`src/rtl/fir_pkg.sv`:
```
// Shared FIR constants and types used by the delay chain, tap-group MAC and adder tree.
package fir_pkg;
    localparam int NTAP   = 10;
    localparam int DATA_W = 3;
    localparam int COEF_W = 16;
    localparam int ACC_W  = DATA_W + COEF_W + $clog2(NTAP);
    localparam int OUT_W  = 16;
    localparam int IDX_W  = $clog2(NTAP);

    typedef enum logic [1:0] {
        IDLE,
        LATCH,
        RUN,
        DONE
    } firState_t;

    typedef logic [IDX_W-1:0] tapIdx_t;
endpackage

```
`src/rtl/fir_coef_bank.sv`:
```
// NTAP x COEF_W coefficient register file: gated write port, combinational read.
module fir_coef_bank
    import fir_pkg::*;
#(
    parameter int NTAP   = fir_pkg::NTAP,
    parameter int COEF_W = fir_pkg::COEF_W
) (
    input  logic                     iClk12M,
    input  logic                     iRst,
    input  logic                     iWrEn,
    input  tapIdx_t                  iWrAddr,
    input  logic signed [COEF_W-1:0] iWrData,
    input  tapIdx_t                  iRdAddr,
    output logic signed [COEF_W-1:0] oRdData
);

    logic signed [COEF_W-1:0] coefReg [NTAP];

    always_ff @(posedge iClk12M or posedge iRst) begin
        if (iRst) begin
            for (int k = 0; k < NTAP; k++) begin
                coefReg[k] <= '0;
            end
        end else if (iWrEn) begin
            coefReg[iWrAddr] <= iWrData;
        end
    end

    assign oRdData = coefReg[iRdAddr];

endmodule

```
`src/rtl/fir_tap_mac.sv`:
```
// Time-multiplexed MAC over one 10-tap group: one multiply per clock, result 12 clocks after the strobe.
// Define FIR_MAC_SAT_EN to saturate the result to OUT_W bits before it lands on oMac.
module fir_tap_mac
    import fir_pkg::*;
#(
    parameter int NTAP   = fir_pkg::NTAP,
    parameter int DATA_W = fir_pkg::DATA_W,
    parameter int COEF_W = fir_pkg::COEF_W,
    parameter int ACC_W  = fir_pkg::ACC_W,
    parameter int OUT_W  = fir_pkg::OUT_W
) (
    input  logic                     iClk12M,
    input  logic                     iRst,
    input  logic                     iEnSample600k,
    input  logic [NTAP*DATA_W-1:0]   iDelay,
    input  logic                     iCoefWr,
    input  tapIdx_t                  iCoefAddr,
    input  logic signed [COEF_W-1:0] iCoefData,
    output logic signed [ACC_W-1:0]  oMac,
    output logic                     oMacValid,
    output logic                     oBusy,
    output logic                     oOverrun
);

    localparam int      PROD_W   = DATA_W + COEF_W;
    localparam tapIdx_t LAST_IDX = tapIdx_t'(NTAP - 1);
    localparam logic signed [ACC_W-1:0] SAT_MAX = ACC_W'((1 <<< (OUT_W - 1)) - 1);
    localparam logic signed [ACC_W-1:0] SAT_MIN = ACC_W'(-(1 <<< (OUT_W - 1)));

    firState_t                state;
    tapIdx_t                  idx;
    logic [NTAP*DATA_W-1:0]   delaySnap;
    logic signed [ACC_W-1:0]  acc;
    logic signed [DATA_W-1:0] tap;
    logic signed [COEF_W-1:0] coef;
    logic                     coefWrEn;

    function automatic logic signed [PROD_W-1:0] mulFull(
        input logic signed [DATA_W-1:0] a,
        input logic signed [COEF_W-1:0] b
    );
        logic signed [PROD_W-1:0] aExt;
        logic signed [PROD_W-1:0] bExt;
        aExt = {{COEF_W{a[DATA_W-1]}}, a};
        bExt = {{DATA_W{b[COEF_W-1]}}, b};
        return aExt * bExt;
    endfunction

    function automatic logic signed [ACC_W-1:0] sextProd(input logic signed [PROD_W-1:0] p);
        return {{(ACC_W - PROD_W){p[PROD_W-1]}}, p};
    endfunction

    function automatic logic signed [ACC_W-1:0] satOut(input logic signed [ACC_W-1:0] a);
        if (a > SAT_MAX) begin
            return SAT_MAX;
        end else if (a < SAT_MIN) begin
            return SAT_MIN;
        end
        return a;
    endfunction

    // Coefficients are frozen for the whole run, so the bank is only writable in IDLE.
    assign coefWrEn = iCoefWr && (state == IDLE) && (iCoefAddr <= LAST_IDX);
    assign tap      = delaySnap[idx*DATA_W +: DATA_W];

    fir_coef_bank #(
        .NTAP   (NTAP),
        .COEF_W (COEF_W)
    ) uCoefBank (
        .iClk12M (iClk12M),
        .iRst    (iRst),
        .iWrEn   (coefWrEn),
        .iWrAddr (iCoefAddr),
        .iWrData (iCoefData),
        .iRdAddr (idx),
        .oRdData (coef)
    );

    always_ff @(posedge iClk12M or posedge iRst) begin
        if (iRst) begin
            state     <= IDLE;
            idx       <= '0;
            acc       <= '0;
            delaySnap <= '0;
            oMac      <= '0;
            oMacValid <= 1'b0;
            oBusy     <= 1'b0;
            oOverrun  <= 1'b0;
        end else begin
            oMacValid <= 1'b0;
            if (iEnSample600k && (state != IDLE)) begin
                oOverrun <= 1'b1;
            end
            case (state)
                IDLE: begin
                    if (iEnSample600k) begin
                        state <= LATCH;
                        oBusy <= 1'b1;
                    end
                end
                // Chain shifted on the strobe edge, so this snapshot already holds the new sample.
                LATCH: begin
                    delaySnap <= iDelay;
                    acc       <= '0;
                    idx       <= '0;
                    state     <= RUN;
                end
                RUN: begin
                    acc <= acc + sextProd(mulFull(tap, coef));
                    if (idx == LAST_IDX) begin
                        state <= DONE;
                    end else begin
                        idx <= idx + 1'b1;
                    end
                end
                DONE: begin
`ifdef FIR_MAC_SAT_EN
                    oMac <= satOut(acc);
`else
                    oMac <= acc;
`endif
                    oMacValid <= 1'b1;
                    oBusy     <= 1'b0;
                    state     <= IDLE;
                end
                default: state <= IDLE;
            endcase
        end
    end

endmodule
```
`config.mk`:
```
export PLATFORM = sky130hd
export DESIGN_NAME = fir_tap_mac
export DESIGN_NICKNAME = d
export VERILOG_FILES = /design/src/rtl/fir_pkg.sv /design/src/rtl/fir_coef_bank.sv /design/src/rtl/fir_tap_mac.sv
export SDC_FILE = /design/constraint.sdc
export NUM_CORES = 1
export LEC_CHECK = 0
export BUFFER_PORTS_ARGS = -buffer_cell sky130_fd_sc_hd__buf_2
export CAP_MARGIN = 0
export CELL_PAD_IN_SITES_DETAIL_PLACEMENT = 0
export CELL_PAD_IN_SITES_GLOBAL_PLACEMENT = 1
export CORE_MARGIN = 3
export CORE_UTILIZATION = 46
export DETAILED_ROUTE_END_ITERATION = 8
export PLACE_DENSITY = 0.89
export SLEW_MARGIN = 25
export SYNTH_ARGS = -nofsm -noshare
export SYNTH_HDL_FRONTEND = slang
export SYNTH_HIERARCHICAL = 1
export SYNTH_SLANG_ARGS = --single-unit
```
`constraint.sdc`:
```
create_clock -name iClk12M -period 5.92 [get_ports iClk12M]
set_clock_uncertainty 0.1 [all_clocks]
set_input_delay 0.888 -clock iClk12M [delete_from_list [all_inputs] [get_ports iClk12M]]
set_output_delay 0.888 -clock iClk12M [all_outputs]
set_load 0.02 [all_outputs]
```
==> results.json, run 1 <==
{
  "run_status": "complete, no violations",
  "grt_max_degree": 101,
  "row_count": 61,
  "hp-class": "in -> async",
  "num_vias": 8566,
  "max_stage_delay_ns": 0.59,
  "coreArea_um2": 28320,
  "clock-root-buffer": "clkbuf_16",
  "maxSlewHeadroom_pct": 28.37,
  "place_ws_ns": 0.2230,
  "ios": 80,
  "grt_pass1_vias": 8951,
  "cts_inserted_buffers": 27,
  "drtIter0Drc": 552,
  "dieArea_um2": 31320,
  "synthesis.nets": 1184,
  "clock_path_buffers": 3,
  "muxShareOfSynthArea_pct": 26.42,
  "setup_viol": 0,
  "initial_utilization_pct": 47.48,
  "netlist_instances": 1042,
  "final_common_cell": "mux2_2",
  "gp_congestion": 0.8426,
  "mostFrequentLayoutCells": "mux2_2 (251), dfrtp_1 (244), buf_2 (79)",
  "chipHeight_um": 177.0,
  "endpoint_kind": "flip-flop",
  "fin_ws_ns": 0.3032,
  "wire_per_inst_um": 19.76,
  "diodes": 0,
  "drc": 0,
  "worstPathRequired_ns": 6.21,
  "synth_edf_count": 0,
  "fillers": 2339,
  "synthSimpleGateAreaFrac_pct": 7.305,
  "slew_viol_final": 0,
  "crit_type": "reg -> reg",
  "via_per_inst": 5.647,
  "setup_tns_ns": 0,
  "synth_fa_ha_area_share_pct": 10.25,
  "grt_overflow": 0,
  "synth_top_family_by_area": "multiplexers",
  "fin_crit_sh_pct": 94.88,
  "maxCapViolCount": 0,
  "synth.cell_area_um2": 13450,
  "async_flop_share_pct": 100.0,
  "tightest_slew_ns": 1.071,
  "antenna_found_initial": 1,
  "cts_tree": "done",
  "ys_ff_latch": 245,
  "cpMaxStageDelayCell": "dfrtp_4",
  "numClockSinks": 245,
  "port_buffers": 79,
  "path_buf_inv": 3,
  "wirelength_mm": 29.97,
  "yosysSeqAreaShare_pct": 45.60,
  "synth_warnings": 6,
  "layout.nets": 1261,
  "critPathMostFrequentCell": "fa_1",
  "final_util_pct": 53.93,
  "synth_xor_area_share_pct": 0.6514,
  "start_kind": "flip-flop",
  "drt_pass1_iterations": 7,
  "arrival_ns": 5.91,
  "rsz0062_at_grt": "false",
  "fmax_ghz": 0.1780,
  "synth-main-ff-cell": "dfrtp_1",
  "drive_gt1_share_pct": 41.00,
  "grt_pass1_wl_mm": 49.10,
  "worstSkewPairLatency_ns": 0.53,
  "place_hpwl_mm": 20.58,
  "crit_chain": "buf_12 > mux4_2 > nor2_1 > o31ai_1 > nand2_1 > fa_1 > fa_1 > fa_1 > inv_1 > ha_1 > inv_1 > fa_1 > and2b_1 > o211ai_1 > a211o_1 > a2111oi_2 > mux2i_1 > o311ai_0",
  "die_width_um": 177.0,
  "cts_htree_levels": 1,
  "clkTransAtPathRegs_ns": 0.06,
  "grt_usage_pct": 19.58,
  "min_period_ns": 5.617,
  "hold_viol_final": 0,
  "crit_family": "adder cells",
  "drt.antenna.violating_nets": 0,
  "yosysUniqueCellTypes": 69,
  "syn_avg_cell_area_um2": 12.90,
  "synth-compound-area-share_pct": 6.542,
  "syn2layout_area_growth_pct": 13.59,
  "cp_max_fo": 19
}
## cells in the mapped netlist (all sizes together) (18+ instances only)
cell type / n / share of area (%)
o21ai: 22 / 0.82
mux2: 261 / 22
ha: 51 / 4.7
nand2: 44 / 1.2
fa: 37 / 5.5
nor2: 51 / 1.5
buf: 48 / 1.8
dfrtp: 245 / 46
and2: 34 / 1.6
clkbuf: 19 / 0.53
mux4: 22 / 3.7
o22ai: 18 / 0.88
inv: 32 / 0.89
## worst paths after layout
kind                       slack, ns     start  depth (start not counted)                      to
max                             0.30    idx[0]                         18                 acc[20]
max in group asynchronous       3.94      iRst                          3  uCoefBank/coefReg[159]
max reg2reg                     0.30    idx[0]                         18                 acc[20]
min reg2reg                     0.35  oOverrun                          1                oOverrun
min in group iClk12M            0.35  oOverrun                          1                oOverrun
min                             0.21      iRst                          2            delaySnap[7]
## metal layers
metal,track usage [%],wire [um]
met1,27.67,13730
met2,32.53,14420
met3,2.510,1188
met4,4.419,634
met5,0,0
## sequential cells by signal (all words and copies together), names as in the netlist
signal,flops
oMac,23
state,2
idx,4
oOverrun,1
oBusy,1
uCoefBank/coefReg,160
oMacValid,1
delaySnap,30
acc,23
## cell families after synthesis
group / Yosys count
flops: 245
mux: 291
simple gates: 190
fa+ha+maj: 88
xor+xnor: 10
compound gates: 119
buf+inv: 99
## metrics by stage
| stage | area (um2) | hold WS (ns) | std cells |
|---|---|---|---|
| 3_5_place_dp | 14270 | 0.3412 | 1461 |
| 3_3_place_gp | 14260 | 0.3330 | 1461 |
| 2_1_floorplan | 13450 | 0.3739 | 1042 |
| 4_1_cts | 15190 | 0.1890 | 1510 |
| 5_1_grt | 15270 | 0.2045 | 1517 |
| 6_report | 15270 | 0.2057 | 1517 |
## cell type report
type	count	area, um2	share of cell area (%)
multi-input cells	698	6908	45.23
repair buffers	115	710.7	4.653
clock inverters	14	163.9	1.073
flip-flops and latches	245	6135	40.17
well taps	378	473.0	3.097
clock buffers	35	755.7	4.948
inverters	32	126.4	0.8275
## timing repair
action | CTS | global route
buffers inserted | 0 | 6
endpoints found under the setup margin | 0 | 4
hold buffers | 0 | 0
gates resized for setup | 0 | 1
Power of run 1 is not shown: default switching activity piles up to over one toggle a cycle in this logic, so the estimate is an artifact.
==> inputs of run 2 (changes only) <==
- PLACE_DENSITY: 0.89 -> 0.76
==> run 2 against run 1 <==
Sequential cell count did not move. Cell area up 1.2%. Routed wire length is 0.37% higher. Count of clock-buffer cells in the layout grew 3. Critical path type unchanged. Register-to-register slack lost 0.07 ns. Global-route usage about the same. Sequential share of layout area is 0.46 points lower. Critical path depth is 1 higher.
==> results.json, run 2 (same netlist as run 1, synthesis figures left out) <==
{
  "run_status": "complete, no violations",
  "cpMaxStageDelayCell": "fa_1",
  "chipHeight_um": 177.0,
  "die_width_um": 177.0,
  "clock_path_buffers": 3,
  "maxSlewHeadroom_pct": 33.02,
  "worstSkewPairLatency_ns": 0.54,
  "grt_max_degree": 74,
  "critPathMostFrequentCell": "fa_1",
  "cts_tree": "done",
  "arrival_ns": 5.99,
  "setup_tns_ns": 0,
  "rsz0062_at_grt": "false",
  "coreArea_um2": 28320,
  "drtIter0Drc": 494,
  "clkTransAtPathRegs_ns": 0.06,
  "drt_pass1_iterations": 4,
  "cts_htree_levels": 1,
  "wirelength_mm": 30.08,
  "drt.antenna.violating_nets": 0,
  "clock-root-buffer": "clkbuf_16",
  "fin_crit_sh_pct": 96.07,
  "setup_viol": 0,
  "largestRegisters": "uCoefBank/coefReg (160), delaySnap (30)",
  "numClockSinks": 245,
  "regMostFlops": "uCoefBank/coefReg",
  "layout.nets": 1269,
  "worstPathRequired_ns": 6.22,
  "port_buffers": 79,
  "row_count": 61,
  "start_kind": "flip-flop",
  "tightest_slew_ns": 1.005,
  "cp_max_fo": 7,
  "multi_input_area_um2": 6928,
  "dieArea_um2": 31320,
  "crit_type": "reg -> reg",
  "drc": 0,
  "wire_per_inst_um": 19.69,
  "cts_inserted_buffers": 29,
  "largest_reg_flops": 160,
  "fmax_ghz": 0.1758,
  "place_hpwl_mm": 20.47,
  "grt_pass1_wl_mm": 48.71,
  "initial_utilization_pct": 47.48,
  "grt_usage_pct": 19.54,
  "worstReg2RegStart": "idx[0]",
  "cts_hold_buf": 0,
  "maxCapViolCount": 0,
  "grt_pass1_vias": 8679,
  "crit_chain": "clkbuf_4 > buf_4 > mux4_2 > mux2i_1 > o22a_2 > or2_2 > fa_1 > fa_1 > fa_1 > inv_1 > ha_1 > inv_1 > fa_1 > and2b_1 > o211ai_1 > a211o_2 > a2111oi_4 > mux2i_1 > o311ai_0",
  "ios": 80,
  "final_common_cell": "mux2_2",
  "antenna_found_initial": 5,
  "max_stage_delay_ns": 0.57,
  "gp_congestion": 0.8009,
  "via_per_inst": 5.494,
  "min_period_ns": 5.687,
  "drive_gt1_share_pct": 41.69,
  "cp-startpoint": "idx[0]",
  "endpoint_kind": "flip-flop",
  "mostFrequentLayoutCells": "mux2_2 (251), dfrtp_1 (244), buf_2 (79)",
  "hold_viol_final": 0,
  "grt_overflow": 0,
  "hp-class": "in -> async",
  "seq_area_um2": 6135,
  "syn2layout_area_growth_pct": 14.90,
  "fillers": 2417,
  "num_vias": 8395,
  "slew_viol_final": 0
}
## run 2: cell count changes in the layout (fill, tap and decap cells not counted), sizes merged
| cell | previous run | this run |
|---|---|---|
| bufinv | 3 | 5 |
| clkbuf | 35 | 40 |
| buf | 115 | 119 |
| clkinv | 8 | 5 |
| clkinvlp | 3 | 5 |
| diode | 0 | 1 |
## run 2: final cells by class
class / count / share of cell area (%)
antenna: 1 / 0.01620
clock buffer: 38 / 5.175
clock inverter: 15 / 1.401
inverter: 32 / 0.8180
multi-input combinational: 698 / 44.84
sequential: 245 / 39.71
tap: 378 / 3.061
timing repair buffer: 121 / 4.973
## run 2: per-stage QoR
| step | cells | hold WS [ns] | worst slack (ns) | area [um2] | util, % |
|---|---|---|---|---|---|
| final | 1528 | 0.1924 | 0.2328 | 15450 | 54.56 |
| after global routing | 1527 | 0.1967 | 0.03094 | 15450 | 54.55 |
| after CTS | 1517 | 0.1738 | 0.1593 | 15300 | 54.03 |
| after detailed placement | 1464 | 0.3547 | 0.1849 | 14280 | 50.44 |
| after global placement | 1463 | 0.3347 | 0.3101 | 14250 | 50.34 |
| after floorplan | 1042 | 0.3739 | 0.2920 | 13450 | - |
## run 2: repair_timing
| item | 4_1_cts | 5_1_grt |
|---|---|---|
| setup endpoints to repair | 0 | 5 |
| resized for setup | 0 | 6 |
| buffers inserted | 0 | 9 |
## run 2: metal layers
metal | wire length (um) | track usage, %
met1 | 13950 | 28.01
met2 | 14380 | 32.15
met3 | 1161 | 2.960
met4 | 522 | 3.470
met5 | 66 | 0
## run 2: path summary, 6_finish.rpt
| path | end | slack [ns] | cells past startpoint |
|---|---|---|---|
| worst max-delay path | acc[20] | 0.23 | 19 |
| worst min-delay path | idx[3] | 0.19 | 2 |
| worst max register to register | acc[20] | 0.23 | 19 |
| worst min register to register | oOverrun | 0.36 | 1 |
| max in group asynchronous | uCoefBank/coefReg[29] | 4.19 | 3 |
| min in group iClk12M | oOverrun | 0.36 | 1 |
## run 2: worst max-delay path: cells and delay by family, from the launching register on
kind                     cells  cell delay (ns)
AO/OA/AOI/OAI                5             1.27
adder cells (fa/ha/maj)      5             2.03
buffers and inverters        4             0.48
flip-flops                   1             0.49
multiplexers                 3             0.62
AND/OR/NAND/NOR              2             0.55
Power of run 2 is left out for the same reason.
